--- config.mk ---
export PLATFORM = sky130hd
export DESIGN_NAME = ifetch_unit_flat
export DESIGN_NICKNAME = d
export VERILOG_FILES = /design/src/rtl/ifetch_pkg.sv /design/src/rtl/ifetch_unit_if.sv /design/src/rtl/ifetch_skid_reg.sv /design/src/rtl/ifetch_unit.sv /design/src/flat_wrapper.sv
export SDC_FILE = /design/constraint.sdc
export NUM_CORES = 1
export LEC_CHECK = 0
export CAP_MARGIN = 20
export CORE_MARGIN = 10
export CORE_UTILIZATION = 45
export DETAILED_ROUTE_END_ITERATION = 10
export GPL_TIMING_DRIVEN = 0
export PLACE_DENSITY = 0.72
export SYNTH_ARGS = -nofsm -noshare
export SYNTH_HDL_FRONTEND = slang
export SYNTH_SLANG_ARGS = --single-unit
--- constraint.sdc ---
create_clock -name clk -period 2.2 [get_ports clk]
set_input_delay 0.44 -clock clk [delete_from_list [all_inputs] [get_ports clk]]
set_output_delay 0.44 -clock clk [all_outputs]
set_load 0.005 [all_outputs]
--- src/rtl/ifetch_pkg.sv ---
// ifetch_pkg: shared FSM state type and fetch constants for the instruction-fetch unit.
package ifetch_pkg;
    typedef enum logic [1:0] {IDLE, REQ, HOLD} state_t;
    localparam int PC_INC = 4;
    localparam logic [31:0] DEFAULT_RESET_PC = 32'h0;
endpackage

--- src/rtl/ifetch_unit_if.sv ---
// ifetch_unit_if: redirect, instruction-memory and decode handshake signals of the fetch unit.
interface ifetch_unit_if #(
    parameter int ADDR_W = 32,
    parameter int DATA_W = 32
);
    logic              redirect_valid;
    logic [ADDR_W-1:0] redirect_pc;
    logic              mem_req;
    logic [ADDR_W-1:0] mem_addr;
    logic              mem_ack;
    logic [DATA_W-1:0] mem_rdata;
    logic              if_valid;
    logic              if_ready;
    logic [ADDR_W-1:0] if_pc;
    logic [DATA_W-1:0] if_instr;
    logic [ADDR_W-1:0] if_pc_plus4;
    logic              fetch_err;
    modport master (
        input  redirect_valid, redirect_pc, mem_ack, mem_rdata, if_ready,
        output mem_req, mem_addr, if_valid, if_pc, if_instr, if_pc_plus4, fetch_err
    );
    modport slave (
        output redirect_valid, redirect_pc, mem_ack, mem_rdata, if_ready,
        input  mem_req, mem_addr, if_valid, if_pc, if_instr, if_pc_plus4, fetch_err
    );
endinterface

--- src/rtl/ifetch_skid_reg.sv ---
// ifetch_skid_reg: output register holding {pc, instr, pc+4} with a valid bit for decode.
module ifetch_skid_reg
    import ifetch_pkg::*;
#(
    parameter int ADDR_W = 32,
    parameter int DATA_W = 32
) (
    input  logic              clk,
    input  logic              reset,
    input  logic              load_i,
    input  logic              clr_i,
    input  logic [ADDR_W-1:0] pc_i,
    input  logic [DATA_W-1:0] instr_i,
    output logic              valid_o,
    output logic [ADDR_W-1:0] pc_o,
    output logic [ADDR_W-1:0] pc4_o,
    output logic [DATA_W-1:0] instr_o
);
    logic              valid_q;
    logic [ADDR_W-1:0] pc_q, pc4_q;
    logic [DATA_W-1:0] instr_q;

    always_ff @(posedge clk or negedge reset) begin
        if (!reset) begin
            valid_q <= 1'b0;
            pc_q    <= '0;
            pc4_q   <= '0;
            instr_q <= '0;
        end else begin
            valid_q <= load_i | (valid_q & ~clr_i);
            if (load_i) begin
                pc_q    <= pc_i;
                pc4_q   <= pc_i + ADDR_W'(PC_INC);
                instr_q <= instr_i;
            end
        end
    end

    assign valid_o = valid_q;
    assign pc_o    = pc_q;
    assign pc4_o   = pc4_q;
    assign instr_o = instr_q;
endmodule

--- src/rtl/ifetch_unit.sv ---
// ifetch_unit: fetch sequencer owning the PC, memory req/ack and decode valid/ready handshakes.
// Optional fetch watchdog (sticky fetch_err, parks in IDLE) enabled by IFETCH_TIMEOUT_EN.
module ifetch_unit
    import ifetch_pkg::*;
#(
    parameter int                ADDR_W   = 32,
    parameter int                DATA_W   = 32,
    parameter logic [ADDR_W-1:0] RESET_PC = ADDR_W'(DEFAULT_RESET_PC),
    parameter int                TMO_CYC  = 16
) (
    input logic           clk,
    input logic           reset,
    ifetch_unit_if.master bus
);
    state_t            state_q, state_d;
    logic [ADDR_W-1:0] pc_q, pc_d, pend_q, pend_d, redir_pc;
    logic              flush_q, flush_d, bubble_q, bubble_d;
    logic              req, load, clr, park, unused_ok;

`ifdef IFETCH_TIMEOUT_EN
    localparam int CW = $clog2(TMO_CYC + 1);
    logic [CW-1:0] cnt_q, cnt_d;
    logic          err_q, err_d;

    always_ff @(posedge clk or negedge reset) begin
        if (!reset) begin
            cnt_q <= '0;
            err_q <= 1'b0;
        end else begin
            cnt_q <= cnt_d;
            err_q <= err_d;
        end
    end

    assign park          = err_q;
    assign bus.fetch_err = err_q;
    assign unused_ok     = &{1'b0, bus.redirect_pc[1:0]};
`else
    assign park          = 1'b0;
    assign bus.fetch_err = 1'b0;
    assign unused_ok     = &{1'b0, bus.redirect_pc[1:0], TMO_CYC != 0};
`endif

    assign redir_pc     = {bus.redirect_pc[ADDR_W-1:2], 2'b00};
    // bubble_q masks the request for the single cycle after a flushed read completes
    assign req          = (state_q == REQ) && !bubble_q;
    assign bus.mem_req  = req;
    assign bus.mem_addr = pc_q;

    always_comb begin
        state_d  = state_q;
        pc_d     = pc_q;
        pend_d   = pend_q;
        flush_d  = flush_q;
        bubble_d = 1'b0;
        load     = 1'b0;
        clr      = 1'b0;
`ifdef IFETCH_TIMEOUT_EN
        cnt_d    = cnt_q;
        err_d    = err_q;
`endif
        case (state_q)
            IDLE: begin
                state_d = park ? IDLE : REQ;
                if (bus.redirect_valid) pc_d = redir_pc;
            end
            REQ: begin
                if (!req) begin
                    if (bus.redirect_valid) pc_d = redir_pc;
                end else if (bus.mem_ack) begin
                    if (flush_q || bus.redirect_valid) begin
                        pc_d     = bus.redirect_valid ? redir_pc : pend_q;
                        flush_d  = 1'b0;
                        bubble_d = 1'b1;
                    end else begin
                        load    = 1'b1;
                        pc_d    = pc_q + ADDR_W'(PC_INC);
                        state_d = HOLD;
                    end
                end else if (bus.redirect_valid) begin
                    flush_d = 1'b1;
                    pend_d  = redir_pc;
                end
`ifdef IFETCH_TIMEOUT_EN
                if (req) cnt_d = bus.mem_ack ? '0 : cnt_q + 1'b1;
                if (req && !bus.mem_ack && cnt_q == CW'(TMO_CYC - 1)) begin
                    err_d   = 1'b1;
                    flush_d = 1'b0;
                    state_d = IDLE;
                end
`endif
            end
            HOLD: begin
                clr     = bus.redirect_valid || bus.if_ready;
                state_d = clr ? REQ : HOLD;
                if (bus.redirect_valid) pc_d = redir_pc;
            end
            default: state_d = IDLE;
        endcase
    end

    always_ff @(posedge clk or negedge reset) begin
        if (!reset) begin
            state_q  <= IDLE;
            pc_q     <= RESET_PC;
            pend_q   <= '0;
            flush_q  <= 1'b0;
            bubble_q <= 1'b0;
        end else begin
            state_q  <= state_d;
            pc_q     <= pc_d;
            pend_q   <= pend_d;
            flush_q  <= flush_d;
            bubble_q <= bubble_d;
        end
    end

    ifetch_skid_reg #(.ADDR_W(ADDR_W), .DATA_W(DATA_W)) u_skid (
        .clk     (clk),
        .reset   (reset),
        .load_i  (load),
        .clr_i   (clr),
        .pc_i    (pc_q),
        .instr_i (bus.mem_rdata),
        .valid_o (bus.if_valid),
        .pc_o    (bus.if_pc),
        .pc4_o   (bus.if_pc_plus4),
        .instr_o (bus.if_instr)
    );
endmodule

--- src/flat_wrapper.sv ---
// flat-port wrapper written by rule: the top's interface ports become plain ports
module ifetch_unit_flat import ifetch_pkg::*;
#(
    parameter int                ADDR_W   = 32,
    parameter int                DATA_W   = 32,
    parameter logic [ADDR_W-1:0] RESET_PC = ADDR_W'(DEFAULT_RESET_PC),
    parameter int                TMO_CYC  = 16
)
  (clk, reset, bus_redirect_valid, bus_redirect_pc, bus_mem_ack, bus_mem_rdata, bus_if_ready, bus_mem_req, bus_mem_addr, bus_if_valid, bus_if_pc, bus_if_instr, bus_if_pc_plus4, bus_fetch_err);
  ifetch_unit_if #(.ADDR_W(ADDR_W), .DATA_W(DATA_W)) bus_i ();
  input logic clk;
  input logic reset;
  input wire logic [$bits(bus_i.redirect_valid)-1:0] bus_redirect_valid;
  input wire logic [$bits(bus_i.redirect_pc)-1:0] bus_redirect_pc;
  input wire logic [$bits(bus_i.mem_ack)-1:0] bus_mem_ack;
  input wire logic [$bits(bus_i.mem_rdata)-1:0] bus_mem_rdata;
  input wire logic [$bits(bus_i.if_ready)-1:0] bus_if_ready;
  output wire logic [$bits(bus_i.mem_req)-1:0] bus_mem_req;
  output wire logic [$bits(bus_i.mem_addr)-1:0] bus_mem_addr;
  output wire logic [$bits(bus_i.if_valid)-1:0] bus_if_valid;
  output wire logic [$bits(bus_i.if_pc)-1:0] bus_if_pc;
  output wire logic [$bits(bus_i.if_instr)-1:0] bus_if_instr;
  output wire logic [$bits(bus_i.if_pc_plus4)-1:0] bus_if_pc_plus4;
  output wire logic [$bits(bus_i.fetch_err)-1:0] bus_fetch_err;
  assign bus_i.redirect_valid = bus_redirect_valid;
  assign bus_i.redirect_pc = bus_redirect_pc;
  assign bus_i.mem_ack = bus_mem_ack;
  assign bus_i.mem_rdata = bus_mem_rdata;
  assign bus_i.if_ready = bus_if_ready;
  assign bus_mem_req = bus_i.mem_req;
  assign bus_mem_addr = bus_i.mem_addr;
  assign bus_if_valid = bus_i.if_valid;
  assign bus_if_pc = bus_i.if_pc;
  assign bus_if_instr = bus_i.if_instr;
  assign bus_if_pc_plus4 = bus_i.if_pc_plus4;
  assign bus_fetch_err = bus_i.fetch_err;
  ifetch_unit #(.ADDR_W(ADDR_W), .DATA_W(DATA_W), .RESET_PC(RESET_PC), .TMO_CYC(TMO_CYC)) u_core (.clk(clk), .reset(reset), .bus(bus_i));
endmodule
======== Word level (Yosys, flattened, before mapping) ========
Index checks and enable logic that the tools add are counted.
word-level totals
  bits in registers ....................... 165
  input bits .............................. 69
  output and inout port bits .............. 131
  logic and storage cells ................. 56
operators by class
  add/subtract/negate cells ............... 1
  equal/unequal tests ..................... 7
  muxes and demuxes ....................... 23
  bitwise logic cells ..................... 4
  reductions and logical operators ........ 12
operators with widths
  cell                   number
  $mux 32                5
  $pmux 32 s2            1
  $add 32x3->32 const B  1
  $mux 1                 12
  $mux 2                 4
  $ne 2x2->1 const B     3
  $pmux 2 s3             1
  $reduce_and 3->1       2
  $reduce_and 4->1       1
  $reduce_bool 2->1      2
  $ne 3x3->1 const B     1
  $eq 2x1->1 const B     1
  $eq 2x2->1 const B     1
  $logic_not 2->1        1
  $logic_or 1x1->1       2
  $ne 2x1->1 const B     1
  $not 1->1              2
  $reduce_and 2->1       1
  $reduce_or 2->1        1
  $and 1x1->1            1
  $logic_and 1x1->1      1
  $logic_not 1->1        1
  $or 1x1->1             1

======== Logic depth before layout (Yosys ltp) ========
  depth in word-level cells ............... 6
  depth in mapped cells ................... 8
  gate-level depth less buffers ........... 6

======== Hierarchy ========
A second synthesis with hierarchy kept.
unflattened totals
  cells, all modules ...................... 746
  area, all modules ....................... 8055.2 um^2
by module, submodules not included
  module           instances  cells each  area each (um^2)  sequential area each (um^2)
  ifetch_skid_reg  1          332         4075.2            2377.3
  ifetch_unit      1          414         3980.1            1701.6

======== Least setup slack after synthesis ========
OpenSTA, ideal clock, no wires.
  path type ............................... reg2reg
  start point ............................. register u_core.pc_q[2], in the netlist u_core.bus.mem_addr[2]
  end point ............................... register u_core.pc_q[26], in the netlist u_core.bus.mem_addr[26]
  library setup time ...................... 0.126 ns
  data arrival time ....................... 1.913 ns
  required time ........................... 2.074 ns
  path slack .............................. 0.161 ns
  stages on the path, launching flop included .. 7
  path buffers ............................ 0
  period minus slack after synthesis ...... 2.039 ns
  cell sequence ........................... dfrtp_1 > ha_1 > nand4_1 > nor4_4 > and3_1 > a21oi_1 > o32a_1
on the way
  longest elaborated chain between the ends .. 5
ends and longest elaborated chain
  element                 line                text
  start, declared         ifetch_unit.sv:16   logic [ADDR_W-1:0] pc_q, pc_d, pend_q, pend_d, redir_pc;
  start signal, assigned  ifetch_unit.sv:111  pc_q <= pc_d;
  $add 32x3->32           ifetch_unit.sv:77   pc_d = pc_q + ADDR_W'(PC_INC);
  $mux 32                 ifetch_unit.sv:71   if (flush_q || bus.redirect_valid) begin
  $mux 32                 ifetch_unit.sv:70   end else if (bus.mem_ack) begin
  $mux 32                 ifetch_unit.sv:68   if (!req) begin
  $pmux 32 s2             ifetch_unit.sv:62   case (state_q)
No other way between the ends. The select of a mux whose other input is x is not followed.
A chain may end at the register's enable or synchronous reset.

======== Final worst setup path ========
  start point ............................. register u_core.pc_q[16], in the netlist u_core.bus.mem_addr[16]
  end point ............................... register u_core.pc_q[23], in the netlist u_core.bus.mem_addr[23]
The elaborated chain is that of the path after synthesis.

==> results.yml <==
status:
  run_status: "finished, violations left"
  failed_checks: "negative setup slack"
clock_tree:
  cts.root.buffer_cell: "clkbuf_16"
  tritoncts_num_sinks: 163
  worst_setup_hold_path_clk_slew_ps: 60
  cts_max_path_buffers: 2
  clock_tree_from_tritoncts: "done"
  clock_latency_ps: 420
  cts-htree-levels: 4
  tritoncts.num_buffers: 17
power_and_ir_drop:
  cellLeakagePower_nw: 4.794
  irDropWorstVdd_v: 0.0007702
  powerDensity_nw_per_um2: 1448
detailed_routing:
  dr.first_iter.drc_count: 731
  routed_len_inst_um: 20.30
  drt-total-wl_um: 25520
  drtAntennaViolNets: 0
  firstDrtPassIters: 5
  route.detailed.drc: 0
  route.vias.total: 6827
  vias_per_cell: 5.431
floorplanning:
  core_area_um2: 16520
  num_ports: 200
  core.rowCount: 47
  die_width_um: 149.6
  die_height_um: 149.6
  floorplan.die_area_um2: 22390
  initial_utilization_pct: 45.77
placement:
  place_congestion: 0.9109
  preCtsSetupSlack_ps: -885.0
  port_buffers: 196
  dp_hpwl_um: 18720
finish:
  post-route-util_pct: 64.91
  most_common_cell_after_layout_fill_and_taps_aside: "nand2_1"
  post_route_cells_drive_above_1_share_pct: 14.18
  synthToLayoutAreaGrowth_pct: 41.80
  design.final.nets: 1095
  diodes: 0
  final_cell_mix: "nand2_1 (244), clkdlybuf4s50_1 (193), dfrtp_1 (160)"
yosys:
  synth_seq_cells: 163
  synth_top_area_share_pct: 53.93
  ys.flop_type: "dfrtp_1"
  post_synth_main_area_contributors: "dfrtp_1 (54%), nand2_1 (12%), mux2_2 (4.9%)"
  number_of_distinct_library_cells_after_synthesis: 69
  edff_count_synth: 0
  mapped_cells: 785
  syn-num-nets: 855
  mappedNetlistArea_um2: 7564
  synthArstFlopShare_pct: 100.0
  ys.warnings.count: 0
  synthesis.area_per_instance_um2: 9.635
  yosys.area.top_type: "dfrtp_1"
  ys_seq_area_share_pct: 53.93
sta:
  final-setup-viol-count: 1
  final.min_clock_period_ps: 2222
  rsz_0062_raised_after_global_routing: "yes"
  crit_share_post_route_pct: 101.0
  achievable-frequency_mhz: 450.1
  slew_headroom_pct: 52.32
  maxSlewViolCount: 0
  timing.final.ws_setup_ps: -21.97
  hold_viol_final: 0
  finClkSkew_ps: 8.381
  timing_worst_slew_pin_value_ps: 715.2
setup_path:
  rr_startpoint: "u_core.bus.mem_addr[16]$_DFFE_PN0P_"
  required_ps: 2550
  worst_path_max_delay_cell: "nor3_1"
  worstPathCellList: "nand4_1 > nor3_1 > nand2_1 > o31ai_1 > a22o_1"
  crit_start: "u_core.bus.mem_addr[16]$_DFFE_PN0P_"
  setup.reg_to_reg.worst_slack_ps: -20
  critPathLaunchType: "flop"
  cpPeakStageDelay_ps: 520
  crit_arrival_ps: 2570
  crit_fanout: 8
  worstSetupPathType: "reg2reg"
  endpoint_type_of_the_worst_setup_path: "flop"
global_routing:
  antenna_found_initial: 0
  grt_start_max_net_pins: 109
  grt_pass1_vias: 6612
  grt_use_total_pct: 22.30
  grt_first_pass_wirelength_um: 38840
  grt.overflow.total: 0
min_path:
  hold_crit_class: "reg2reg"
  worst_hold_startpoint: "u_core.u_skid.pc_o[28]$_DFFE_PN0P_"
run:
  max_cap_violations: 0
## cells in the mapped netlist, types with 6 or more instances
| cell type | number |
|---|---|
| buf_4 | 8 |
| xnor2_1 | 14 |
| nand2_1 | 244 |
| nand4_1 | 11 |
| mux2_2 | 33 |
| dfrtp_1 | 163 |
| nand3_1 | 14 |
| nor3_1 | 6 |
| o21ai_0 | 52 |
| and3_1 | 9 |
| clkbuf_1 | 28 |
| xor2_1 | 12 |
| buf_2 | 17 |
| nor2_1 | 26 |
| a21oi_1 | 22 |
| o22ai_1 | 11 |
| mux2i_1 | 8 |
| inv_1 | 7 |
## worst max-delay path: cells and delay by family, from the launching register on
family | cells | cell delay (ps)
AO/OA/AOI/OAI | 2 | 500
AND/OR/NAND/NOR | 3 | 1140
flip-flops | 1 | 510
## per-stage QoR
step / instances / TNS [ps] / total power [mW] / hold WS, ps / instance area (µm²)
2_1_floorplan: 785 / 0 / 8.351 / 144.4 / 7564
4_1_cts: 1245 / -138.4 / 15.38 / 476.5 / 10590
5_1_grt: 1257 / -582.2 / 16.45 / 492.4 / 10730
3_3_place_gp: 1201 / -1112590 / 12.01 / 455.7 / 9801
6_report: 1257 / -21.97 / 15.53 / 469.9 / 10730
3_5_place_dp: 1202 / -99390 / 12.19 / 392.3 / 9833
## layer usage
metal  vias up  global-route usage (%)  part of all wire [%]
met5         -                       0                     0
met4         0                   8.391                   2.3
met3        36                   5.374                   8.4
met2       325                   35.70                    48
met1      3289                   28.66                    41
li1       3177                       -                     -
## flip-flops by register name (all words and copies together) (netlist names)
name                   cells
u_core.bus.mem_addr       32
u_core.state_q             2
u_core.bubble_q            1
u_core.pend_q             32
u_core.u_skid.pc_o        32
u_core.u_skid.valid_o      1
u_core.flush_q             1
u_core.u_skid.instr_o     32
u_core.u_skid.pc4_o       30
## layout make-up
class	instances	area, µm²
Fill cell	1366	5799
Sequential cell	163	4083
Multi-Input combinational cell	558	3232
Timing Repair Buffer	221	2185
Clock buffer	19	442.9
Buffer	56	311.5
Tap cell	220	275.3
Clock inverter	12	157.7
Inverter	8	38.79
## power breakdown
| group | internal (mW) | switching [mW] | leakage, nW | total, mW |
|---|---|---|---|---|
| sequential | 4.40 | 1.03 | 1.99 | 5.43 |
| clock | 1.81 | 1.21 | 0.285 | 3.02 |
| combinational | 3.70 | 3.38 | 2.52 | 7.08 |
| total | 9.92 | 5.61 | 4.79 | 15.5 |
## timing repair
action,4_1_cts,5_1_grt
endpoints found under the hold margin,55,0
setup endpoints to repair,143,100
pin swaps,5,1
resized for setup,25,25
gates cloned,1,0
hold buffers,1,0
setup buffers,10,12
## logic make-up (layout without fill, tap and decap cells)
group	after synthesis	in the layout	share of synthesized area, %
other	1	1	0.04958
adder cells (fa/ha/maj)	1	1	0.1654
AND/OR/NAND/NOR	344	344	20.41
AO/OA/AOI/OAI	145	145	12.51
buffers and inverters	64	316	3.954
XOR/XNOR	26	26	3.011
flip-flops	163	163	53.93
multiplexers	41	41	5.972
## worst paths after layout
path / endpoint / cells past startpoint
max reg2reg: u_core.bus.mem_addr[23]$_DFFE_PN0P_ / 5
max: u_core.bus.mem_addr[23]$_DFFE_PN0P_ / 5
min in group asynchronous: u_core.u_skid.pc_o[16]$_DFFE_PN0P_ / 2
min reg2reg: u_core.u_skid.pc_o[28]$_DFFE_PN0P_ / 2
max in group asynchronous: u_core.bus.mem_addr[2]$_DFFE_PN0P_ / 3
min: u_core.u_skid.pc_o[28]$_DFFE_PN0P_ / 2
Note: power is estimated with default switching activity, not from simulation.
